## config.mk

```make
export PLATFORM = sky130hd
export DESIGN_NAME = ctrl_port_if
export DESIGN_NICKNAME = d
export VERILOG_FILES = /design/src/rtl/ctrl_pkg.sv /design/src/rtl/ctrl_shift_chain.sv /design/src/rtl/ctrl_port_if.sv
export SDC_FILE = /design/constraint.sdc
export NUM_CORES = 1
export LEC_CHECK = 0
export BUFFER_PORTS_ARGS = -buffer_cell sky130_fd_sc_hd__buf_2
export CORE_MARGIN = 3
export CORE_UTILIZATION = 50
export DETAILED_ROUTE_END_ITERATION = 8
export PLACE_DENSITY = 0.78
export SETUP_SLACK_MARGIN = 0.2
export SLEW_MARGIN = 5
export SYNTH_ARGS = -nofsm -noshare
export SYNTH_HDL_FRONTEND = slang
export SYNTH_SLANG_ARGS = --single-unit
```

## constraint.sdc

```tcl
create_clock -name clk -period 1.7 [get_ports clk]
set_clock_uncertainty 0.05 [all_clocks]
set_input_delay 0.255 -clock clk [delete_from_list [all_inputs] [get_ports clk]]
set_output_delay 0.255 -clock clk [all_outputs]
set_load 0.02 [all_outputs]
```

## src/rtl/ctrl_pkg.sv

```systemverilog
// Shared constants for the CPU-side controller port: default base address,
// read-data field layout and the pad-count limit.
package ctrl_pkg;

  localparam logic [15:0] CTRL_BASE_DEFAULT = 16'h4016;
  localparam int          CTRL_MAX_PORTS    = 8;

  // data_o layout: D0 serial bit, D4:D1 forced zero, D7:D5 open bus
  localparam int          D_SERIAL_BIT  = 0;
  localparam int          D_ZERO_LSB    = 1;
  localparam int          D_ZERO_MSB    = 4;
  localparam logic [7:0]  OPEN_BUS_MASK = 8'hE0;

  function automatic logic [7:0] read_word(input logic [7:0] bus, input logic bitval);
    logic [7:0] w;
    w = bus & OPEN_BUS_MASK;
    w[D_ZERO_MSB:D_ZERO_LSB] = '0;
    w[D_SERIAL_BIT] = bitval;
    return w;
  endfunction

endpackage

```

## src/rtl/ctrl_shift_chain.sv

```systemverilog
// One serial report chain: parallel load from synchronised pad state, shift
// right on read with ones filling in from the top so an exhausted chain reads 1.
module ctrl_shift_chain #(
  parameter int L = 8
) (
  input  logic         clk,
  input  logic         rst,
  input  logic         load_i,
  input  logic         shift_i,
  input  logic [L-1:0] par_i,
  output logic         bit0_o
);

  logic [L-1:0] chain_q;
  logic [L-1:0] chain_d;

  always_comb begin
    chain_d = chain_q;
    if (load_i) begin
      chain_d = par_i;
    end else if (shift_i) begin
      chain_d = {1'b1, chain_q[L-1:1]};
    end
  end

  always_ff @(posedge clk or negedge rst) begin
    if (!rst) begin
      chain_q <= '1;
    end else begin
      chain_q <= chain_d;
    end
  end

  assign bit0_o = chain_q[0];

endmodule

```

## src/rtl/ctrl_port_if.sv

```systemverilog
// CPU-side controller port: strobe register at BASE_ADDR, serial reads of
// daisy-chained pads at BASE_ADDR (even pads) and BASE_ADDR+1 (odd pads).
module ctrl_port_if
  import ctrl_pkg::*;
#(
  parameter int          NUM_PORTS   = 2,
  parameter int          REPORT_BITS = 8,
  parameter int          SYNC_STAGES = 2,
  parameter logic [15:0] BASE_ADDR   = CTRL_BASE_DEFAULT
) (
  input  logic                             clk,
  input  logic                             rst,
  input  logic                             cpu_ce,
  input  logic [15:0]                      addr_i,
  input  logic                             rw_i,
  input  logic [7:0]                       data_i,
  input  logic [7:0]                       bus_data_i,
  input  logic [NUM_PORTS*REPORT_BITS-1:0] pad_state_i,
  output logic [2:0]                       strobe_o,
  output logic [1:0]                       read_pulse_o,
  output logic                             cs_o,
  output logic [7:0]                       data_o
);

  localparam int          PW      = NUM_PORTS * REPORT_BITS;
  localparam int          L       = PW / 2;
  localparam logic [15:0] ADDR_LO = BASE_ADDR;
  localparam logic [15:0] ADDR_HI = BASE_ADDR + 16'd1;

  if (NUM_PORTS < 2 || NUM_PORTS > CTRL_MAX_PORTS || (NUM_PORTS % 2) != 0) begin : g_bad_ports
    $error("ctrl_port_if: NUM_PORTS must be even and in 2..%0d", CTRL_MAX_PORTS);
  end
  if (SYNC_STAGES < 1 || SYNC_STAGES > 3) begin : g_bad_sync
    $error("ctrl_port_if: SYNC_STAGES must be in 1..3");
  end

  logic [PW-1:0] sync_q [SYNC_STAGES];
  logic [PW-1:0] pad_s;

  always_ff @(posedge clk or negedge rst) begin
    if (!rst) begin
      for (int i = 0; i < SYNC_STAGES; i++) sync_q[i] <= '0;
    end else begin
      sync_q[0] <= pad_state_i;
      for (int i = 1; i < SYNC_STAGES; i++) sync_q[i] <= sync_q[i-1];
    end
  end

  assign pad_s = sync_q[SYNC_STAGES-1];

  logic [2:0] strobe_q, strobe_d;
  logic [1:0] pulse_q, pulse_d;
  logic       cs_q, cs_d;
  logic [7:0] data_q, data_d;
  logic [1:0] rd_hit;
  logic [1:0] shift;
  logic [1:0] chain_bit;
  logic       wr_hit;
  logic       load;
  logic       bitval;
  logic       data_unused;

  assign data_unused = ^data_i[7:3];

  assign wr_hit    = cpu_ce && !rw_i && (addr_i == ADDR_LO);
  assign rd_hit[0] = cpu_ce && rw_i && (addr_i == ADDR_LO);
  assign rd_hit[1] = cpu_ce && rw_i && (addr_i == ADDR_HI);
  // While strobe is high the chains reload every bus cycle, so reads never shift.
  assign load      = cpu_ce && strobe_q[0];
  assign shift     = rd_hit & {2{~strobe_q[0]}};

  for (genvar a = 0; a < 2; a++) begin : g_chain
    logic [L-1:0] par;
    for (genvar k = 0; k < NUM_PORTS / 2; k++) begin : g_pad
      assign par[k*REPORT_BITS +: REPORT_BITS] = pad_s[(a + 2*k)*REPORT_BITS +: REPORT_BITS];
    end
    ctrl_shift_chain #(.L(L)) u_chain (
      .clk     (clk),
      .rst     (rst),
      .load_i  (load),
      .shift_i (shift[a]),
      .par_i   (par),
      .bit0_o  (chain_bit[a])
    );
  end

  always_comb begin
    bitval = 1'b1;
    if (rd_hit[1]) begin
      bitval = strobe_q[0] ? pad_s[REPORT_BITS] : chain_bit[1];
    end else begin
      bitval = strobe_q[0] ? pad_s[0] : chain_bit[0];
    end
    strobe_d = wr_hit ? data_i[2:0] : strobe_q;
    pulse_d  = rd_hit;
    cs_d     = |rd_hit;
    data_d   = (|rd_hit) ? read_word(bus_data_i, bitval) : 8'h00;
  end

  always_ff @(posedge clk or negedge rst) begin
    if (!rst) begin
      strobe_q <= '0;
      pulse_q  <= '0;
      cs_q     <= 1'b0;
      data_q   <= '0;
    end else begin
      strobe_q <= strobe_d;
      pulse_q  <= pulse_d;
      cs_q     <= cs_d;
      data_q   <= data_d;
    end
  end

  assign strobe_o     = strobe_q;
  assign read_pulse_o = pulse_q;
  assign cs_o         = cs_q;
  assign data_o       = data_q;

endmodule

```

==> metrics.yaml <==
finish:
  stdcell_count: 303
  n_fill_cell: 258
  n_antenna_cell: 0
  drive_above_1_share: 0.478
  fin_util: 0.733
  final_common_cell: "buf_2"
  final_cell_mix: "49 x buf_2, 41 x dfrtp_1, 17 x dlygate4sd3_1"
  nets: 300
  final_cell_area_sq_mm: 0.00297
  syn_to_final_growth_pct: 39.4
setup_path:
  slowest_stage: "or4_4"
  start_kind: "input pin"
  crit_fanout: 3
  worst_setup_path_end_kind: "flip-flop"
  required_ns: 1.86
  cpPeakStageDelay_ns: 0.52
  crit_top_cell: "or4_4"
  critical_path_class: "in -> reg"
  crit_chain: "buf_6 -> or4_4 -> or4_4 -> or3_4 -> mux2_4"
  worstPathArrival_ns: 2.04
floorplanning:
  rows: 23
  die_h_microns: 71.3
  fp.dieW_microns: 71.3
  initial_utilization: 0.525
  core-area_sq_mm: 0.00406
  ioPinCount: 66
  die_area_sq_mm: 0.00508
clock_tree:
  cts_max_level: 3
  clock_latency_ns: 0.33
  cts_root_buf: "clkbuf_8"
  cts-buffers-inserted: 9
  cts_tree: "done"
  numClockSinks: 58
  cts_buffer_depth: 2
  clk_pin_slew_worst_paths_ns: 0.07
yosys:
  yosysWarnings: 0
  synthFlopType: "dfrtp_1"
  postSynth.asyncResetShare: 1.00
  synth.distinct_cells: 35
  yosysSeqAreaShare: 0.690
  synth.ff_latch_count: 58
  synth_cells: 164
  syn_area_sq_mm: 0.00213
  syn_area_per_cell_sq_um: 13.0
  synth_edf_count: 0
routing:
  dr_total_vias: 1638
  drtPass1Iterations: 4
  drt_iter0_drc: 97
  finalWirelength_microns: 4500
  routed_via_density: 5.41
  post-route-drc-count: 0
  routedWlPerCell_microns: 14.8
  ant_nets: 0
global_route:
  met2_usage: 0.285
  grt_start_max_net_pins: 59
  grt_usage: 0.189
  antenna_found_initial: 0
  grt_pass1_wl_microns: 7340
  overflow: 0
  grtUsageMet1: 0.242
  grt_use_met3: 0.0519
  grt_busiest_layer: "met2"
  first_global_vias: 1595
placement:
  dp_cells: 269
  io_buffer_count: 51
  hpwl_microns: 2660
  dp_slack_ns: -0.528
  place_area_sq_mm: 0.00252
  routabilityCongestion: 0.783
timing:
  fin_crit_ns: 1.88
  period_share: 1.11
  maxSlewViolCount: 0
  setup_viol: 10
  clock.fmax_mhz: 532
  fin_ws_ns: -0.179
  rsz0062_at_grt: "yes"
  finalHoldViolations: 0
power_and_ir_drop:
  powerDensity_mw_per_mm2: 902
  vdd_ir_drop_max_v: 0.000697
  p_leak_nw: 1.37
  power.total_mw: 2.68
job:
  drv_cap: 0
run_status:
  violations: "setup timing"
  status: "complete, but fails checks"
worst_hold_path:
  holdCritPathClass: "in -> reg"
per-stage QoR:
step	hold slack (ns)	TNS, ns
after floorplan	-0.0906	-3.10
after global placement	0.222	-7.06
after detailed placement	0.222	-7.27
after CTS	0.0913	-0.475
after global routing	0.0999	-1.13
final	0.108	-0.826
sequential cells by signal, summed over array words and instances, names as in the netlist:
signal and count:
pad_s 16, read_pulse_o 2, cs_o 1, sync_q 16, g_chain.u_chain.chain_q 16, strobe_o 3, data_o 4
final cells by class:
type	instances	area, sq um	share of cell area
well taps	50	62.6	0.0210
multi-input cells	94	672	0.226
repair buffers	84	591	0.199
inverters	1	3.75	0.00126
flip-flops and latches	58	1470	0.495
clock buffers	11	141	0.0476
clock inverters	5	30.0	0.0101
critical path: cells and delay by family:
| family | cells | cell delay, ns |
|---|---|---|
| and+or+nand+nor | 3 | 1.40 |
| muxes | 1 | 0.31 |
| buffers and inverters | 1 | 0.09 |
final timing paths:
check                      slack [ns]                     from                                         to  cells past startpoint
max in group asynchronous        0.89                      rst  g_chain[1].u_chain.chain_q[5]$_DFFE_PN1P_                      3
min                              0.11                data_i[2]                    strobe_o[2]$_DFFE_PN0P_                      2
min reg2reg                      0.29     sync_q[27]$_DFF_PN0_                        pad_s[11]$_DFF_PN0_                      0
min in group asynchronous        0.41                      rst                    strobe_o[0]$_DFFE_PN0P_                      3
max                             -0.18                addr_i[6]                    strobe_o[1]$_DFFE_PN0P_                      5
max reg2reg                      0.36  strobe_o[0]$_DFFE_PN0P_  g_chain[0].u_chain.chain_q[0]$_DFFE_PN1P_                      4
where the power goes:
group          total, mW  switching [mW]  leakage [nW]  internal [mW]
Clock               1.08           0.520        0.0851          0.560
Sequential          1.43          0.0127         0.676           1.42
Combinational      0.166          0.0845         0.604         0.0820
routing by layer:
metal  wire length, microns  up-vias
met4                    113        0
li1                       -      754
met1                   1760      808
met3                    293       10
met2                   2330       66
met5                      0        -
timing repair:
action                                  in CTS  in global routing
buffers inserted                             0                  1
hold buffers                                17                  0
resized for setup                            8                 22
hold endpoints to repair                    58                  0
pin swaps                                    1                 12
endpoints found under the setup margin      20                 26
logic make-up after synthesis:
kind of cell,synth area share
AOI/OAI and AO/OA,0.0957
buffers and inverters,0.0335
DFF,0.690
muxes,0.0364
other,0.00176
and+or+nand+nor,0.143
Yosys cell counts, types with 3 or more instances:
cell type / number / area share
o21ai_1: 4 / 0.0094
dfstp_2: 16 / 0.20
nand2_1: 8 / 0.014
o21ai_0: 7 / 0.016
and3_1: 4 / 0.012
buf_4: 4 / 0.014
dfrtp_1: 42 / 0.49
nor2_1: 17 / 0.030
clkbuf_1: 10 / 0.018
nand4_1: 10 / 0.029
mux2_4: 3 / 0.021
a31oi_1: 11 / 0.032
Note: power is estimated with default switching activity, not from simulation.
